===== config.mk =====
export PLATFORM = sky130hd
export DESIGN_NAME = load_store_unit
export DESIGN_NICKNAME = d
export VERILOG_FILES = /design/src/rtl/load_store_unit_pkg.sv /design/src/rtl/lsu_lane_align.sv /design/src/rtl/load_store_unit.sv
export SDC_FILE = /design/constraint.sdc
export NUM_CORES = 1
export LEC_CHECK = 0
export CORE_UTILIZATION = 45
export DETAILED_ROUTE_END_ITERATION = 16
export GPL_TIMING_DRIVEN = 0
export PLACE_DENSITY = 0.82
export SYNTH_ARGS = -nofsm -noshare
export SYNTH_HDL_FRONTEND = slang
export SYNTH_SLANG_ARGS = --single-unit

===== constraint.sdc =====
create_clock -name SYS_clk -period 4.8 [get_ports SYS_clk]
set_clock_uncertainty 0.2 [all_clocks]
set_input_delay 1.2 -clock SYS_clk [delete_from_list [all_inputs] [get_ports SYS_clk]]
set_output_delay 1.2 -clock SYS_clk [all_outputs]
set_load 0.01 [all_outputs]

===== src/rtl/load_store_unit_pkg.sv =====
// Shared encodings for the load/store unit: funct3 sizes, FSM states and
// the request legality helpers used at accept time.
package load_store_unit_pkg;

  localparam int LSU_XLEN = 32;

  localparam logic [2:0] F3_B  = 3'b000;
  localparam logic [2:0] F3_H  = 3'b001;
  localparam logic [2:0] F3_W  = 3'b010;
  localparam logic [2:0] F3_BU = 3'b100;
  localparam logic [2:0] F3_HU = 3'b101;

  typedef enum logic [1:0] {
    S_IDLE  = 2'd0,
    S_READ  = 2'd1,
    S_WRITE = 2'd2,
    S_RESP  = 2'd3
  } lsu_state_t;

  // Unsigned variants only exist as loads.
  function automatic logic f3_illegal(input logic [2:0] f3, input logic wr);
    logic bad;
    case (f3)
      F3_B, F3_H, F3_W: bad = 1'b0;
      F3_BU, F3_HU:     bad = wr;
      default:          bad = 1'b1;
    endcase
    return bad;
  endfunction

  function automatic logic f3_misaligned(input logic [2:0] f3, input logic [1:0] off);
    return (((f3 == F3_H) || (f3 == F3_HU)) && off[0]) ||
           ((f3 == F3_W) && (off != 2'b00));
  endfunction

endpackage


===== src/rtl/lsu_lane_align.sv =====
// Byte/half lane handling: load extraction with sign/zero extension and
// read-modify-write merge of a sub-word store into the old memory word.
module lsu_lane_align
  import load_store_unit_pkg::*;
(
  input  logic [31:0] word,
  input  logic [31:0] wdata,
  input  logic [1:0]  off,
  input  logic [2:0]  funct3,
  output logic [31:0] load_data,
  output logic [31:0] store_word
);

  logic [7:0]  b_lane;
  logic [15:0] h_lane;

  always_comb begin
    b_lane = word[{off, 3'b000} +: 8];
    h_lane = off[1] ? word[31:16] : word[15:0];

    case (funct3)
      F3_B:    load_data = {{24{b_lane[7]}}, b_lane};
      F3_BU:   load_data = {24'd0, b_lane};
      F3_H:    load_data = {{16{h_lane[15]}}, h_lane};
      F3_HU:   load_data = {16'd0, h_lane};
      default: load_data = word;
    endcase

    store_word = word;
    case (funct3)
      F3_B: store_word[{off, 3'b000} +: 8] = wdata[7:0];
      F3_H: begin
        if (off[1]) store_word[31:16] = wdata[15:0];
        else        store_word[15:0]  = wdata[15:0];
      end
      default: store_word = wdata;
    endcase
  end

endmodule


===== src/rtl/load_store_unit.sv =====
// Data-memory initiator: turns core load/store requests into word reads,
// word writes, or read-modify-write sequences for sub-word stores.
//
// state   | meaning
// S_IDLE  | ready for a request
// S_READ  | memory read port driven; load result or store merge sampled
// S_WRITE | one-cycle write strobe with the final word
// S_RESP  | response held until resp_ready
module load_store_unit
  import load_store_unit_pkg::*;
#(
  parameter int XLEN            = LSU_XLEN,
  parameter bit TRAP_MISALIGNED = 1'b1
) (
  input  logic            SYS_clk,
  input  logic            SYS_reset,
  input  logic            req_valid,
  output logic            req_ready,
  input  logic [2:0]      req_funct3,
  input  logic            req_write,
  input  logic [XLEN-1:0] req_addr,
  input  logic [XLEN-1:0] req_wdata,
  output logic            resp_valid,
  input  logic            resp_ready,
  output logic [XLEN-1:0] resp_rdata,
  output logic            resp_error,
  output logic [XLEN-1:0] MEM_read_address,
  input  logic [XLEN-1:0] MEM_read_data,
  output logic            MEM_write_enable,
  output logic [XLEN-1:0] MEM_write_address,
  output logic [XLEN-1:0] MEM_write_data
);

  lsu_state_t state, state_next;

  logic [XLEN-1:2] waddr;
  logic [1:0]      off;
  logic [2:0]      funct3;
  logic            wr;
  logic [XLEN-1:0] wword;   // store data on accept, merged word after READ
  logic [XLEN-1:0] rdata;
  logic            error;

  logic            accept;
  logic            req_bad;
  logic [1:0]      eff_off;
  logic [XLEN-1:0] load_data;
  logic [XLEN-1:0] store_word;

  assign req_ready = (state == S_IDLE) && SYS_reset;
  assign accept    = req_valid && req_ready;
  assign req_bad   = f3_illegal(req_funct3, req_write) ||
                     (TRAP_MISALIGNED && f3_misaligned(req_funct3, req_addr[1:0]));

  // Without trapping, misaligned halves/words fall back to their aligned lane.
  always_comb begin
    eff_off = req_addr[1:0];
    if (req_funct3 == F3_W)
      eff_off = 2'b00;
    else if ((req_funct3 == F3_H) || (req_funct3 == F3_HU))
      eff_off = {req_addr[1], 1'b0};
  end

  lsu_lane_align u_lane_align (
    .word       (MEM_read_data),
    .wdata      (wword),
    .off        (off),
    .funct3     (funct3),
    .load_data  (load_data),
    .store_word (store_word)
  );

  always_ff @(posedge SYS_clk or negedge SYS_reset) begin
    if (!SYS_reset) state <= S_IDLE;
    else            state <= state_next;
  end

  always_comb begin
    state_next = state;
    case (state)
      S_IDLE: begin
        if (accept) begin
          if (req_bad)                                  state_next = S_RESP;
          else if (req_write && (req_funct3 == F3_W))   state_next = S_WRITE;
          else                                          state_next = S_READ;
        end
      end
      S_READ:  state_next = wr ? S_WRITE : S_RESP;
      S_WRITE: state_next = S_RESP;
      S_RESP:  if (resp_ready) state_next = S_IDLE;
      default: state_next = S_IDLE;
    endcase
  end

  always_ff @(posedge SYS_clk or negedge SYS_reset) begin
    if (!SYS_reset) begin
      waddr  <= '0;
      off    <= '0;
      funct3 <= '0;
      wr     <= 1'b0;
      wword  <= '0;
      rdata  <= '0;
      error  <= 1'b0;
    end else begin
      case (state)
        S_IDLE: begin
          if (accept) begin
            waddr  <= req_addr[XLEN-1:2];
            off    <= eff_off;
            funct3 <= req_funct3;
            wr     <= req_write;
            wword  <= req_wdata;
            rdata  <= '0;
            error  <= req_bad;
          end
        end
        S_READ: begin
          if (wr) wword <= store_word;
          else    rdata <= load_data;
        end
        default: ;
      endcase
    end
  end

  assign resp_valid        = (state == S_RESP);
  assign resp_rdata        = rdata;
  assign resp_error        = error;
  assign MEM_read_address  = (state == S_READ)  ? {waddr, 2'b00} : '0;
  assign MEM_write_enable  = (state == S_WRITE);
  assign MEM_write_address = (state == S_WRITE) ? {waddr, 2'b00} : '0;
  assign MEM_write_data    = (state == S_WRITE) ? wword : '0;

endmodule


==> impl_results.md <==
* Routed WL at 20900 um
* Library cell occupying the most area in the post-synthesis netlist: sky130_fd_sc_hd__dfrtp_1
* Sort of element at the end of the critical path: output pin
* Flip-flop and latch count after synthesis at 103
* Maximum level of the CTS H-tree at 3
* Fraction of layout instances using a drive strength above 1 at 0.103
* Number of failing setup endpoints in the final timing report at 0
* Gr usage total at 0.303
* Power per cell area at 627 nW/um2
* CTS max path bufs at 2
* Die Outline Area at 14200 um2
* Min cycle time layout at 4210 ps
* Kind of critical path: input port to output pin
* PortBufs at 231
* Antenna Diode Count at 0
* Area share of the largest cell type after synthesis at 0.417
* Warnings, synthesis at 0
* Number of remaining DRC errors at 0
* CP Cell Sequence: buf_4 -> buf_16 -> and2_1 -> clkdlybuf4s50_1
* Total core area at 13300 um2
* Fraction of registers with async set or reset after synthesis at 1.00
* Highest clock rate at 238 MHz
* Critical-path maximum fanout at 62
* Worst hold margin at 300 ps
* Footprint of the multi-input gates at 3340 um2
* Number of global-route vias before repair at 6200
* Initial core utilization at 0.464
* Number of buffers added by the clock tree synthesis step at 9
* Filler instances at 1052
* Hold buffers post-CTS at 0
* Leak pwr at 3.66 nW
* Setup slack of the critical path after layout at 593 ps
* Slowest Stage Delay on Critical Path at 560 ps
* EDFF count, synth at 0
* Weighted congestion reported at the end of routability-driven placement at 0.936
* Std cell rows at 42
* Most common cell in the netlist: sky130_fd_sc_hd__dfrtp_1
* Slowest stage cell, crit path: sky130_fd_sc_hd__clkdlybuf4s50_1
* Worst-Margin Slew at 832 ps
* Synthesized area per cell at 10.0 um2
* Instance count of the mapped netlist at 616
* Data arrival, critical path at 2810 ps
* Status: complete, no violations
* Combined flip-flop and latch cell area at 2580 um2
* Wire length of the first global-routing pass at 33200 um
* First-pass iteration count of the detailed router at 6
* # nets final at 977
* Buffers and inverters on the worst path at 3
* Portion of the clock cycle consumed by the worst path in the final layout at 0.876
* RSZ-0062 raised after global routing: false
* Synth-to-Final Area Change at 46.4%
* Clock insertion delay at the later pin of the skew report at 350 ps
* Horizontal die dimension at 119 um
* Flip-flop cell with the highest count after synthesis: sky130_fd_sc_hd__dfrtp_1
* Max Slew Vio Count at 0
* PostCTS Resize Cnt at 0
* TritonCTS clock tree: yes
* Startpoint class of the critical path: input port
* Setup Total Neg Slack at 0 ps
* Hold crit path type: flop to flop
* CP delay by family, top: buffers and inverters
* Number of setup buffers added after CTS at 0
* Design Power at 5.68 mW
* Cell types occupying the most area after synthesis: sky130_fd_sc_hd__dfrtp_1, sky130_fd_sc_hd__and2_1, sky130_fd_sc_hd__mux2_2, sky130_fd_sc_hd__a221o_1, sky130_fd_sc_hd__a21oi_1
* Total gr overflow at 0
* Synthesized area at 6190 um2
* Tightest slew margin relative to the limit at 0.441
* Vias after detailed routing at 6053
* CTS sink count at 103
* Max VDD drop at 327 uV
* Register clock-pin slew on the reported worst setup and hold paths at 70 ps
* Post-detailed-route via-to-cell ratio at 5.80
* I/O pin total at 236
* Max-capacitance violation count at 0
* Hold violation total from the final report at 0
* Largest net degree at the start of global routing at 63
* Dpl ws at 555 ps
* Antenna violations before repair at 0
* Die height at 119 um
* Commonest cells in the netlist: sky130_fd_sc_hd__dfrtp_1, sky130_fd_sc_hd__and2_1, sky130_fd_sc_hd__mux2_2
* Antenna viol nets, final at 0
* Endpoint required time on the critical path at 3400 ps
* Final routed wire length divided by cell count at 20.1 um
* Register area share after synthesis at 0.417
* Post-synthesis cell type count at 44
* Root buffer cell: sky130_fd_sc_hd__clkbuf_16
* DRC violation total after the first TritonRoute iteration at 436
* DP HPWL at 16200 um
## tightest hold or removal path: cells and delay by family, from the launching register on
kind / cells / cell delay, ps
DFF: 1 / 350
AOI/OAI and AO/OA: 1 / 70
and+or+nand+nor: 1 / 50
## flip-flops by register name, summed over array words and instances (netlist names)
name,count
off,2
waddr,30
wword,32
resp_rdata,32
resp_error,1
state,2
funct3,3
wr,1
## where the power goes
part	leakage (nW)	switching (mW)	total, mW	internal [mW]
combinational	2.25	1.64	3.33	1.69
clock	0.138	0.326	0.744	0.418
sequential	1.27	0.337	1.60	1.27
total	3.66	2.31	5.68	3.37
## logic make-up (layout without fill, tap and decap cells)
kind of cell	Yosys count	after routing	share of synthesized area
and+or+nand+nor	181	181	0.174
AOI/OAI and AO/OA	177	177	0.202
DFF	103	103	0.417
muxes	77	77	0.139
buffers and inverters	66	314	0.0453
adders and majority gates	11	11	0.0222
other	1	4	0.000606
## cells in the final DEF, fill, tap and decap left out, drive strengths merged, types with 2 or more instances in the layout
cell type,synthesis,layout
a211oi,8,8
a21oi,43,43
a221o,41,41
a22o,9,9
a22oi,24,24
a31oi,8,8
a32o,2,2
and2,101,101
and3b,2,2
buf,23,25
clkbuf,33,44
clkdlybuf4s50,0,230
clkinvlp,0,3
conb,1,4
dfrtp,103,103
ha,11,11
inv,10,10
mux2,59,59
mux2i,17,17
nand2,11,11
nand2b,6,6
nand4,8,8
nor2,30,30
nor3,4,4
nor3b,10,10
nor4bb,2,2
o21ai,34,34
o22ai,3,3
or3b,2,2
## routing by layer
layer / up-vias / track usage / routed length [um]
li1: 2739 / - / -
met1: 2930 / 0.378 / 8370
met5: - / 0 / 0
met4: 0 / 0.112 / 634
met3: 48 / 0.0862 / 1900
met2: 336 / 0.496 / 10000
## metrics by stage
| stage | cells | instance area [um2] | utilization |
|---|---|---|---|
| 6_report | 1043 | 9060 | 0.678 |
| 5_1_grt | 1043 | 9060 | 0.678 |
| 4_1_cts | 1043 | 9060 | 0.678 |
| 3_5_place_dp | 1027 | 8760 | 0.656 |
| 3_3_place_gp | 1026 | 8730 | 0.654 |
| 2_1_floorplan | 619 | 6200 | - |
## final timing paths
check | end | from | depth (start not counted) | slack [ps]
setup / recovery | req_ready | SYS_reset | 4 | 590
hold / removal | resp_rdata[13] | resp_rdata[13] | 2 | 300
setup reg to reg | resp_rdata[23] | state[0] | 8 | 2040
hold reg to reg | resp_rdata[13] | resp_rdata[13] | 2 | 300
max in group asynchronous | wword[23] | SYS_reset | 2 | 3060
min in group asynchronous | waddr[6] | SYS_reset | 1 | 640
## final cells by class
| class | instances | share of cell area |
|---|---|---|
| Buffer | 56 | 0.0268 |
| Clock buffer | 11 | 0.0268 |
| Clock inverter | 5 | 0.00636 |
| Inverter | 10 | 0.00414 |
| Multi-Input combinational cell | 450 | 0.369 |
| Sequential cell | 103 | 0.285 |
| Tap cell | 176 | 0.0243 |
| Timing Repair Buffer | 232 | 0.258 |
No activity file was read; power rests on OpenSTA's default activity.
